===== config.mk =====
export PLATFORM = sky130hd
export DESIGN_NAME = neonfox_int_ctrl
export DESIGN_NICKNAME = d
export VERILOG_FILES = /design/src/rtl/neonfox_int_ctrl.sv
export SDC_FILE = /design/constraint.sdc
export NUM_CORES = 1
export LEC_CHECK = 0
export BUFFER_PORTS_ARGS = -buffer_cell sky130_fd_sc_hd__buf_2
export CAP_MARGIN = 40
export CORE_ASPECT_RATIO = 1.1
export CORE_UTILIZATION = 35
export CTS_BUF_LIST = sky130_fd_sc_hd__clkbuf_4
export DETAILED_ROUTE_END_ITERATION = 12
export PLACE_DENSITY = 0.55
export SLEW_MARGIN = 10
export SYNTH_ARGS = -nofsm -noshare
export SYNTH_HDL_FRONTEND = slang
export SYNTH_SLANG_ARGS = --single-unit

===== constraint.sdc =====
create_clock -name clk -period 2.6 [get_ports clk]
set_input_delay 0.26 -clock clk [delete_from_list [all_inputs] [get_ports clk]]
set_output_delay 0.26 -clock clk [all_outputs]
set_load 0.02 [all_outputs]

===== src/rtl/neonfox_int_ctrl.sv =====
// NeonFox multi-channel interrupt controller: synchronises, latches, masks and prioritises
// request lines and holds int_rq/int_addr until an EOI write on the config bus.
module neonfox_int_ctrl #(
  parameter int unsigned NUM_CH      = 16,
  parameter int unsigned ADDR_W      = 4,
  parameter int unsigned SYNC_STAGES = 2,
  parameter int unsigned GAP_CYCLES  = 1
) (
  input  logic              clk,
  input  logic              reset,
  input  logic [NUM_CH-1:0] irq_in,
  input  logic [2:0]        cfg_addr,
  input  logic              cfg_wren,
  input  logic              cfg_ren,
  input  logic [15:0]       cfg_wdata,
  output logic [15:0]       cfg_rdata,
  output logic              int_rq,
  output logic [ADDR_W-1:0] int_addr
);

  localparam logic [15:0] CH_MASK = 16'((32'd1 << NUM_CH) - 32'd1);
  localparam int unsigned GW      = $clog2(GAP_CYCLES + 1);

  typedef enum logic [1:0] {
    IDLE = 2'd0,
    REQ  = 2'd1,
    GAP  = 2'd2
  } state_t;

  logic [NUM_CH-1:0] sync_q [SYNC_STAGES];
  logic [NUM_CH-1:0] dly_q;
  logic [NUM_CH-1:0] prev_q;

  logic [15:0] mask_q;
  logic [15:0] mode_q;
  logic [15:0] pend_q;
  logic [15:0] lvl;
  logic [15:0] rise;
  logic [15:0] pend_vis;
  logic [15:0] eligible;
  logic [15:0] w1c;
  logic [15:0] acc_clr;
  logic [15:0] status;
  logic [15:0] rd_mux;

  logic [3:0]  win_idx;
  logic        hit;
  logic        accept;
  logic        eoi;
  logic        wr_mask;
  logic        wr_mode;
  logic        wr_pend;

  state_t      state_q;
  state_t      state_d;
  logic [GW-1:0] gap_cnt;
  logic        gap_done;

  // One extra stage after the synchroniser gives a registered edge detector (dly vs prev).
  always_ff @(posedge clk) begin
    if (reset) begin
      for (int unsigned i = 0; i < SYNC_STAGES; i++) sync_q[i] <= '0;
      dly_q  <= '0;
      prev_q <= '0;
    end else begin
      sync_q[0] <= irq_in;
      for (int unsigned i = 1; i < SYNC_STAGES; i++) sync_q[i] <= sync_q[i-1];
      dly_q  <= sync_q[SYNC_STAGES-1];
      prev_q <= dly_q;
    end
  end

  assign lvl  = 16'(dly_q);
  assign rise = 16'(dly_q & ~prev_q);

  // Edge channels come from the latch, level channels straight from the synchronised line.
  assign pend_vis = (pend_q & mode_q) | (lvl & ~mode_q & CH_MASK);
  assign eligible = pend_vis & mask_q;

  always_comb begin
    hit     = 1'b0;
    win_idx = '0;
    for (int unsigned i = 0; i < 16; i++) begin
      if (eligible[i] && !hit) begin
        hit     = 1'b1;
        win_idx = 4'(i);
      end
    end
  end

  assign eoi     = cfg_wren && (cfg_addr == 3'd4);
  assign wr_mask = cfg_wren && (cfg_addr == 3'd0);
  assign wr_mode = cfg_wren && (cfg_addr == 3'd1);
  assign wr_pend = cfg_wren && (cfg_addr == 3'd2);

  assign gap_done = (gap_cnt == GW'(GAP_CYCLES - 1));

  // Leaving GAP goes straight to REQ when something is eligible, so int_rq is low exactly GAP_CYCLES.
  always_comb begin
    state_d = state_q;
    accept  = 1'b0;
    case (state_q)
      IDLE: begin
        if (hit) begin
          accept  = 1'b1;
          state_d = REQ;
        end
      end
      REQ: begin
        if (eoi) state_d = GAP;
      end
      GAP: begin
        if (gap_done) begin
          if (hit) begin
            accept  = 1'b1;
            state_d = REQ;
          end else begin
            state_d = IDLE;
          end
        end
      end
      default: state_d = IDLE;
    endcase
  end

  always_ff @(posedge clk) begin
    if (reset) begin
      state_q  <= IDLE;
      gap_cnt  <= '0;
      int_rq   <= 1'b0;
      int_addr <= '0;
    end else begin
      state_q <= state_d;
      if (state_q == GAP && state_d == GAP) gap_cnt <= gap_cnt + GW'(1);
      else                                  gap_cnt <= '0;
      int_rq <= (state_d == REQ);
      if (accept) int_addr <= ADDR_W'(win_idx);
    end
  end

  assign w1c     = wr_pend ? (cfg_wdata & CH_MASK) : '0;
  assign acc_clr = accept ? (16'd1 << win_idx) : '0;

  always_ff @(posedge clk) begin
    if (reset) begin
      mask_q <= '0;
      mode_q <= '0;
      pend_q <= '0;
    end else begin
      pend_q <= ((pend_q & ~w1c & ~acc_clr) | rise) & mode_q & CH_MASK;
      if (wr_mask) mask_q <= cfg_wdata & CH_MASK;
      if (wr_mode) mode_q <= cfg_wdata & CH_MASK;
    end
  end

  assign status = {state_q == REQ, state_q == GAP, 14'(int_addr)};

  always_comb begin
    rd_mux = '0;
    case (cfg_addr)
      3'd0:    rd_mux = mask_q;
      3'd1:    rd_mux = mode_q;
      3'd2:    rd_mux = pend_vis;
      3'd3:    rd_mux = status;
      default: rd_mux = '0;
    endcase
  end

  always_ff @(posedge clk) begin
    if (reset)        cfg_rdata <= '0;
    else if (cfg_ren) cfg_rdata <= rd_mux;
  end

endmodule


Yosys cells after proc, flatten, opt, wreduce, memory -nomap -nowiden:

Memory sizes are Yosys's and may differ from the RTL's. A register that Yosys moved wholly into a read port is not among the register bits.
Index checks and enable logic that the tools add are counted.

* word-level logic and storage cells: 121
* flip-flop bits (word level): 88
* bits in writable memories: 32
* memories kept: 1

Memories
* sync_q: depth 2, bits a word 16, rd ports 2, clocked after memory_dff 1, write ports 2, line 30 `logic [NUM_CH-1:0] sync_q [SYNC_STAGES];`

* multiplexer cells: 47
* equal/unequal tests: 8
* add/sub/neg operators: 1
* bitwise operators: 16
* reduce and logical (&&, ||, !) cells: 38
* shift-type cells: 1

Operators by type and width (number)
* 16-bit AND: 7
* 16-bit 2-to-1 mux: 4
* 16-bit NOT: 4
* 16-bit one-hot mux with 4 select lines: 1
* 4-bit 2-to-1 mux: 14
* 16-bit bitwise OR: 2
* 1-bit 2-to-1 mux: 23
* 1-bit logical AND: 20
* 1-bit by 4-bit left shift with 16-bit output, first input constant: 1
* 1-bit logical NOT: 15
* 3-bit by 2-bit == test with 1-bit output, second input constant: 2
* 2-bit 2-to-1 mux: 3
* 2-bit one-hot mux with 3 select lines: 1
* 2-bit by 1-bit == test with 1-bit output, second input constant: 2
* 2-bit == test, second input constant: 2
* 3-bit by 1-bit == test with 1-bit output, second input constant: 1
* 3-bit == test, second input constant: 1
* 3-bit logical NOT: 1
* 2-bit logical NOT: 1
* 1-bit bitwise OR: 2
* 1-bit one-hot mux with 2 select lines: 1
* 2-bit OR reduction: 1
* 1-bit adder, second input constant: 1
* 1-bit NOT: 1

Logic depth before layout (Yosys ltp):

* word-level depth: 58
* depth in mapped cells: 11
* mapped depth without buffers: 6

Least setup slack after synthesis:

No wires, ideal clock.

* path type: register to register
* from: register mode_q[5]
* to: register pend_q[10]
* arrival time: 1.962 ns
* cell stages (with the launch flop): 7
* library setup time: 0.112 ns
* setup slack: 0.526 ns
* data required time: 2.488 ns
* cell sequence: dfxtp_1 -> mux2_2 -> a22oi_4 -> nand4_4 -> o41ai_4 -> nor3_2 -> a2111oi_1

* word-level cells in the longest chain between the ends: 44
* elaborated cells between the ends (all ways): 57
* classes of those cells: shift: 1; mux: 26; bitwise: 9; reduce/logical: 21

Ends and longest elaborated chain
* start, declared: line 35 `logic [15:0] mode_q;`
* start signal, assigned: line 152 `if (wr_mode) mode_q <= cfg_wdata & CH_MASK;`
* 16-bit NOT: line 77 `assign pend_vis = (pend_q & mode_q) | (lvl & ~mode_q & CH_MASK);`
* 16-bit AND: line 77
* 16-bit bitwise OR *: line 77
* 16-bit AND *: line 78 `assign eligible = pend_vis & mask_q;`
* 1-bit logical AND *: line 84 `if (eligible[i] && !hit) begin`
* 1-bit 2-to-1 mux: line 84
* 1-bit logical NOT: line 84
* 1-bit logical AND: line 84
* (+28 left out)
* 1-bit 2-to-1 mux: line 104, 114
* 1-bit 2-to-1 mux: line 113 `if (gap_done) begin`
* 1-bit one-hot mux with 2 select lines: line 102 `case (state_q)`
* 16-bit 2-to-1 mux *: line 142 `assign acc_clr = accept ? (16'd1 << win_idx) : '0;`
* 16-bit NOT *: line 150 `pend_q <= ((pend_q & ~w1c & ~acc_clr) | rise) & mode_q & CH_MASK;`
* 16-bit AND *: line 150
* 16-bit bitwise OR *: line 150
* 16-bit AND *: line 150
* end signal, assigned: line 150
* end, declared: line 36 `logic [15:0] pend_q;`

Every way passes the cells marked *; elsewhere a longest branch is shown, timed or not.
A chain may end at the register's enable or synchronous reset.

Worst setup path after layout:

* from: register mode_q[0]
* to: register pend_q[14]

* word-level cells in the longest chain between the ends: 58
* elaborated cells between the ends (all ways): 75
* classes of those cells: shift: 1; mux: 35; bitwise: 9; reduce/logical: 30

Ends and longest elaborated chain (line)
* 16-bit NOT: 77
* 16-bit AND: 77
* 16-bit bitwise OR *: 77
* 16-bit AND *: 78
* 1-bit 2-to-1 mux *: 84
* 1-bit logical NOT: 84
* 1-bit logical AND: 84
* 1-bit 2-to-1 mux: 84
* (+42 left out)
* 1-bit 2-to-1 mux: 104, 114
* 1-bit 2-to-1 mux: 113
* 1-bit one-hot mux with 2 select lines: 102
* 16-bit 2-to-1 mux *: 142
* 16-bit NOT *: 150
* 16-bit AND *: 150
* 16-bit bitwise OR *: 150
* 16-bit AND *: 150

Marks and branches as above.

==> results.md <==
* Power Dens Cells at 573.7 nW/um2
* Layout overhead on the synthesized area at 20.32%
* Ranking of synthesized cells by area: dfxtp_1 47%, nor2b_1 8.9%, a21oi_1 7.6%
* H-tree lvl count at 4
* Critical Path AT at around 2.9 ns
* Initial core utilization at 0.3619
* WP data required at ~3 ns
* Worst slew margin at 0.4141
* Overflow after GRT at 0
* WHS at between 0.15 and 0.2 ns
* FFs w/ async S/R, synth at 0
* Sum Neg Setup Slack at 0 ns
* Dominant synthesized flop cell: dfxtp_1
* DRC at 0
* Antenna Violating Nets Remaining at 0
* Fin. Hold Viols at 0
* Num CTS Buffers at 17
* Cell row count at 48
* Vias post-DR at a little under 5000
* Largest area contributor in the netlist: dfxtp_1
* Worst Setup End Kind: register
* Share of the synthesized area in the top cell type at 0.4745
* Die height at 136.3 um
* Vias in the first global route at 4352
* Number of enable flip-flop cells after synthesis at 0
* Max-cap violation count at 0
* Io pins at 60
* WL final at around 15000 um
* Yosys cell types at 62
* Root buf cell: clkbuf_4
* Post-DP HPWL at between 10000 and 15000 um
* Worst Hold Class: primary input to register
* Worst Path Max Fanout at 9
* Layout Skew at approximately 0.016 ns
* Synth Net Count at approximately 700
* # fillers at between 1500 and 2000
* Cts repair resizes at 0
* CTS sink cnt at 136
* Nets@finish at 775
* Setup Viol. Count Final at 0
* Avg Cell Area, Syn at about 8.9 um2
* CTS max path bufs at 2
* CP Launch Type: register
* Die area at 16910 um2
* Wire per inst at 16.23 um
* GRT Util Overall at 0.1925
* Fmax at roughly 0.41 GHz
* GP Congestion at slightly below 0.9
* Synth warn at 0
* Fin crit share at 0.9323
* Mapped cell area at roughly 5700 um2
* Clock transition at the registers of the reported paths at roughly 0.13 ns
* Initial antenna violation count at 1
* Share of layout cells above drive strength 1 at 0.1909
* Largest net degree at the start of global routing at 83
* Yosys reg bits at 136
* Setup ws final at between 0.15 and 0.2 ns
* PortBufs at 59
* Synth Instances at 645
* Sequential share of the synthesized area at 0.4745
* Tmin final at 2.424 ns
* Postcts setup bufs at 0
* First-pass detailed-route iteration total at 5
* Max Slew Vio Count at 0
* Worst slack, placed at between 0.2 and 0.25 ns
* Slew @ Worst Pin at around 0.9 ns
* Skew-Pair Late Insertion Delay at 0.55 ns
* DRT iter0 DRCs at ~330
* Core ar. at about 16000 um2
* Worst VDD drop at ~0.27 mV
* Vias per Instance at ~5.1
* First-pass GRT wire length at between 20000 and 25000 um
* Pleak at about 2.6 nW
* Unrepaired setup endpoints after global routing: no
* Die width at 124.1 um
* WS Path Type: register to register
* Status: finished clean
* TritonCTS clock tree: yes
==> layer usage <==
layer / GRT usage / up-vias / part of all wire
li1: - / 2428 / -
met5: 0 / - / 0
met2: 0.3036 / 146 / 0.46
met4: 0.07606 / 0 / 0.017
met1: 0.2549 / 2293 / 0.48
met3: 0.03943 / 20 / 0.044
==> through the flow <==
| step | power, mW | utilization | instance area (um2) | instances |
|---|---|---|---|---|
| after floorplan | 2.396 | - | 5738 | 645 |
| after global placement | 2.505 | 0.3957 | 6274 | 885 |
| after detailed placement | 2.511 | 0.3957 | 6274 | 885 |
| after CTS | 4.016 | 0.4351 | 6899 | 949 |
| after global routing | 4.146 | 0.4354 | 6904 | 951 |
| final | 3.961 | 0.4354 | 6904 | 951 |
==> final cells by class <==
type | count | area [um2] | share of cell area
diodes | 2 | 5.005 | 0.0007249
clock buffers | 17 | 127.6 | 0.01848
clock inverters | 15 | 177.7 | 0.02573
inverters | 16 | 60.06 | 0.008699
multi-input cells | 455 | 2800 | 0.4056
flip-flops and latches | 136 | 2723 | 0.3943
well taps | 200 | 250.2 | 0.03625
repair buffers | 110 | 760.7 | 0.1102
==> path summary, 6_finish.rpt <==
check | start | end | slack (ns) | cells after the start
setup / recovery | mode_q[0] | pend_q[14] | 0.18 | 6
hold / removal | cfg_addr[2] | cfg_rdata[14] | 0.19 | 4
setup reg to reg | mode_q[0] | pend_q[14] | 0.18 | 6
hold reg to reg | sync_q[1][2] | dly_q[2] | 0.44 | 1
==> where the power goes <==
group	leakage, nW	switching [mW]	internal (mW)
Clock	0.152	0.794	0.668
Sequential	1.11	0.0365	2.14
Combinational	1.35	0.180	0.141
==> repair_timing <==
action                                  4_1_cts  5_1_grt
endpoints found under the hold margin        51        0
endpoints found under the setup margin        0        0
hold buffers                                 32        0
==> cells in the mapped netlist (all sizes together) (2+ instances only) <==
cell type  instances
nand2b             6
o22ai              3
nand3b             2
or4bb              3
and2               4
a21o               4
o21ai             10
nor2b             82
a31oi              5
a21boi             4
mux2i              5
nand2             97
buf                8
a2111oi            6
clkbuf            30
o2bb2ai            2
a211o              3
a32o               2
inv               16
o211ai             9
a22oi              9
nand4              3
nor2              34
a311oi             2
a21oi             87
mux2              14
nor3               9
nand3              4
nand4b             5
nor3b              2
a211oi            16
nor4               2
dfxtp            136
a22o               8
==> logic make-up after synthesis <==
group                  after synthesis  share of synthesized area
flip-flops                         136                     0.4745
buffers and inverters               54                    0.03751
multiplexers                        19                    0.03685
AND/OR/NAND/NOR                    255                     0.2274
other                                1                  0.0006535
AO/OA/AOI/OAI                      180                     0.2231
==> flip-flops by register name, indices dropped and copies added (netlist names) <==
signal / cells
sync_q: 32
prev_q: 16
dly_q: 16
mask_q: 16
state_q: 2
gap_cnt: 1
int_rq: 1
pend_q: 16
cfg_rdata: 16
int_addr: 4
mode_q: 16
==> critical path: stages (launching register included) <==
cell and delay (ns):
dfxtp_1 0.45, mux2_2 0.40, a22oi_4 0.32, nand4_1 0.29, a31oi_4 0.35, nor3_2 0.16, a2111oi_1 0.33
==> placed cells by master, fill, tap and decap left out, types with 3 or more instances in the layout <==
master	instances
a2111oi_1	6
a211oi_1	16
a21boi_0	3
a21o_1	4
a21oi_1	87
a22o_1	7
a22oi_1	4
a22oi_4	4
a31oi_1	3
and2_1	4
buf_2	58
buf_4	20
bufinv_16	3
clkbuf_4	17
clkinv_4	3
clkinvlp_4	4
dfxtp_1	136
dlygate4sd3_1	32
inv_1	16
mux2_2	13
mux2i_1	5
nand2_1	97
nand2b_1	6
nand3_1	4
nand4b_1	5
nor2_1	34
nor2b_1	82
nor3_1	8
o211ai_1	8
o21ai_0	7
o21ai_1	3
o22ai_1	3
or4bb_1	3
No activity file was read; power rests on OpenSTA's default activity.
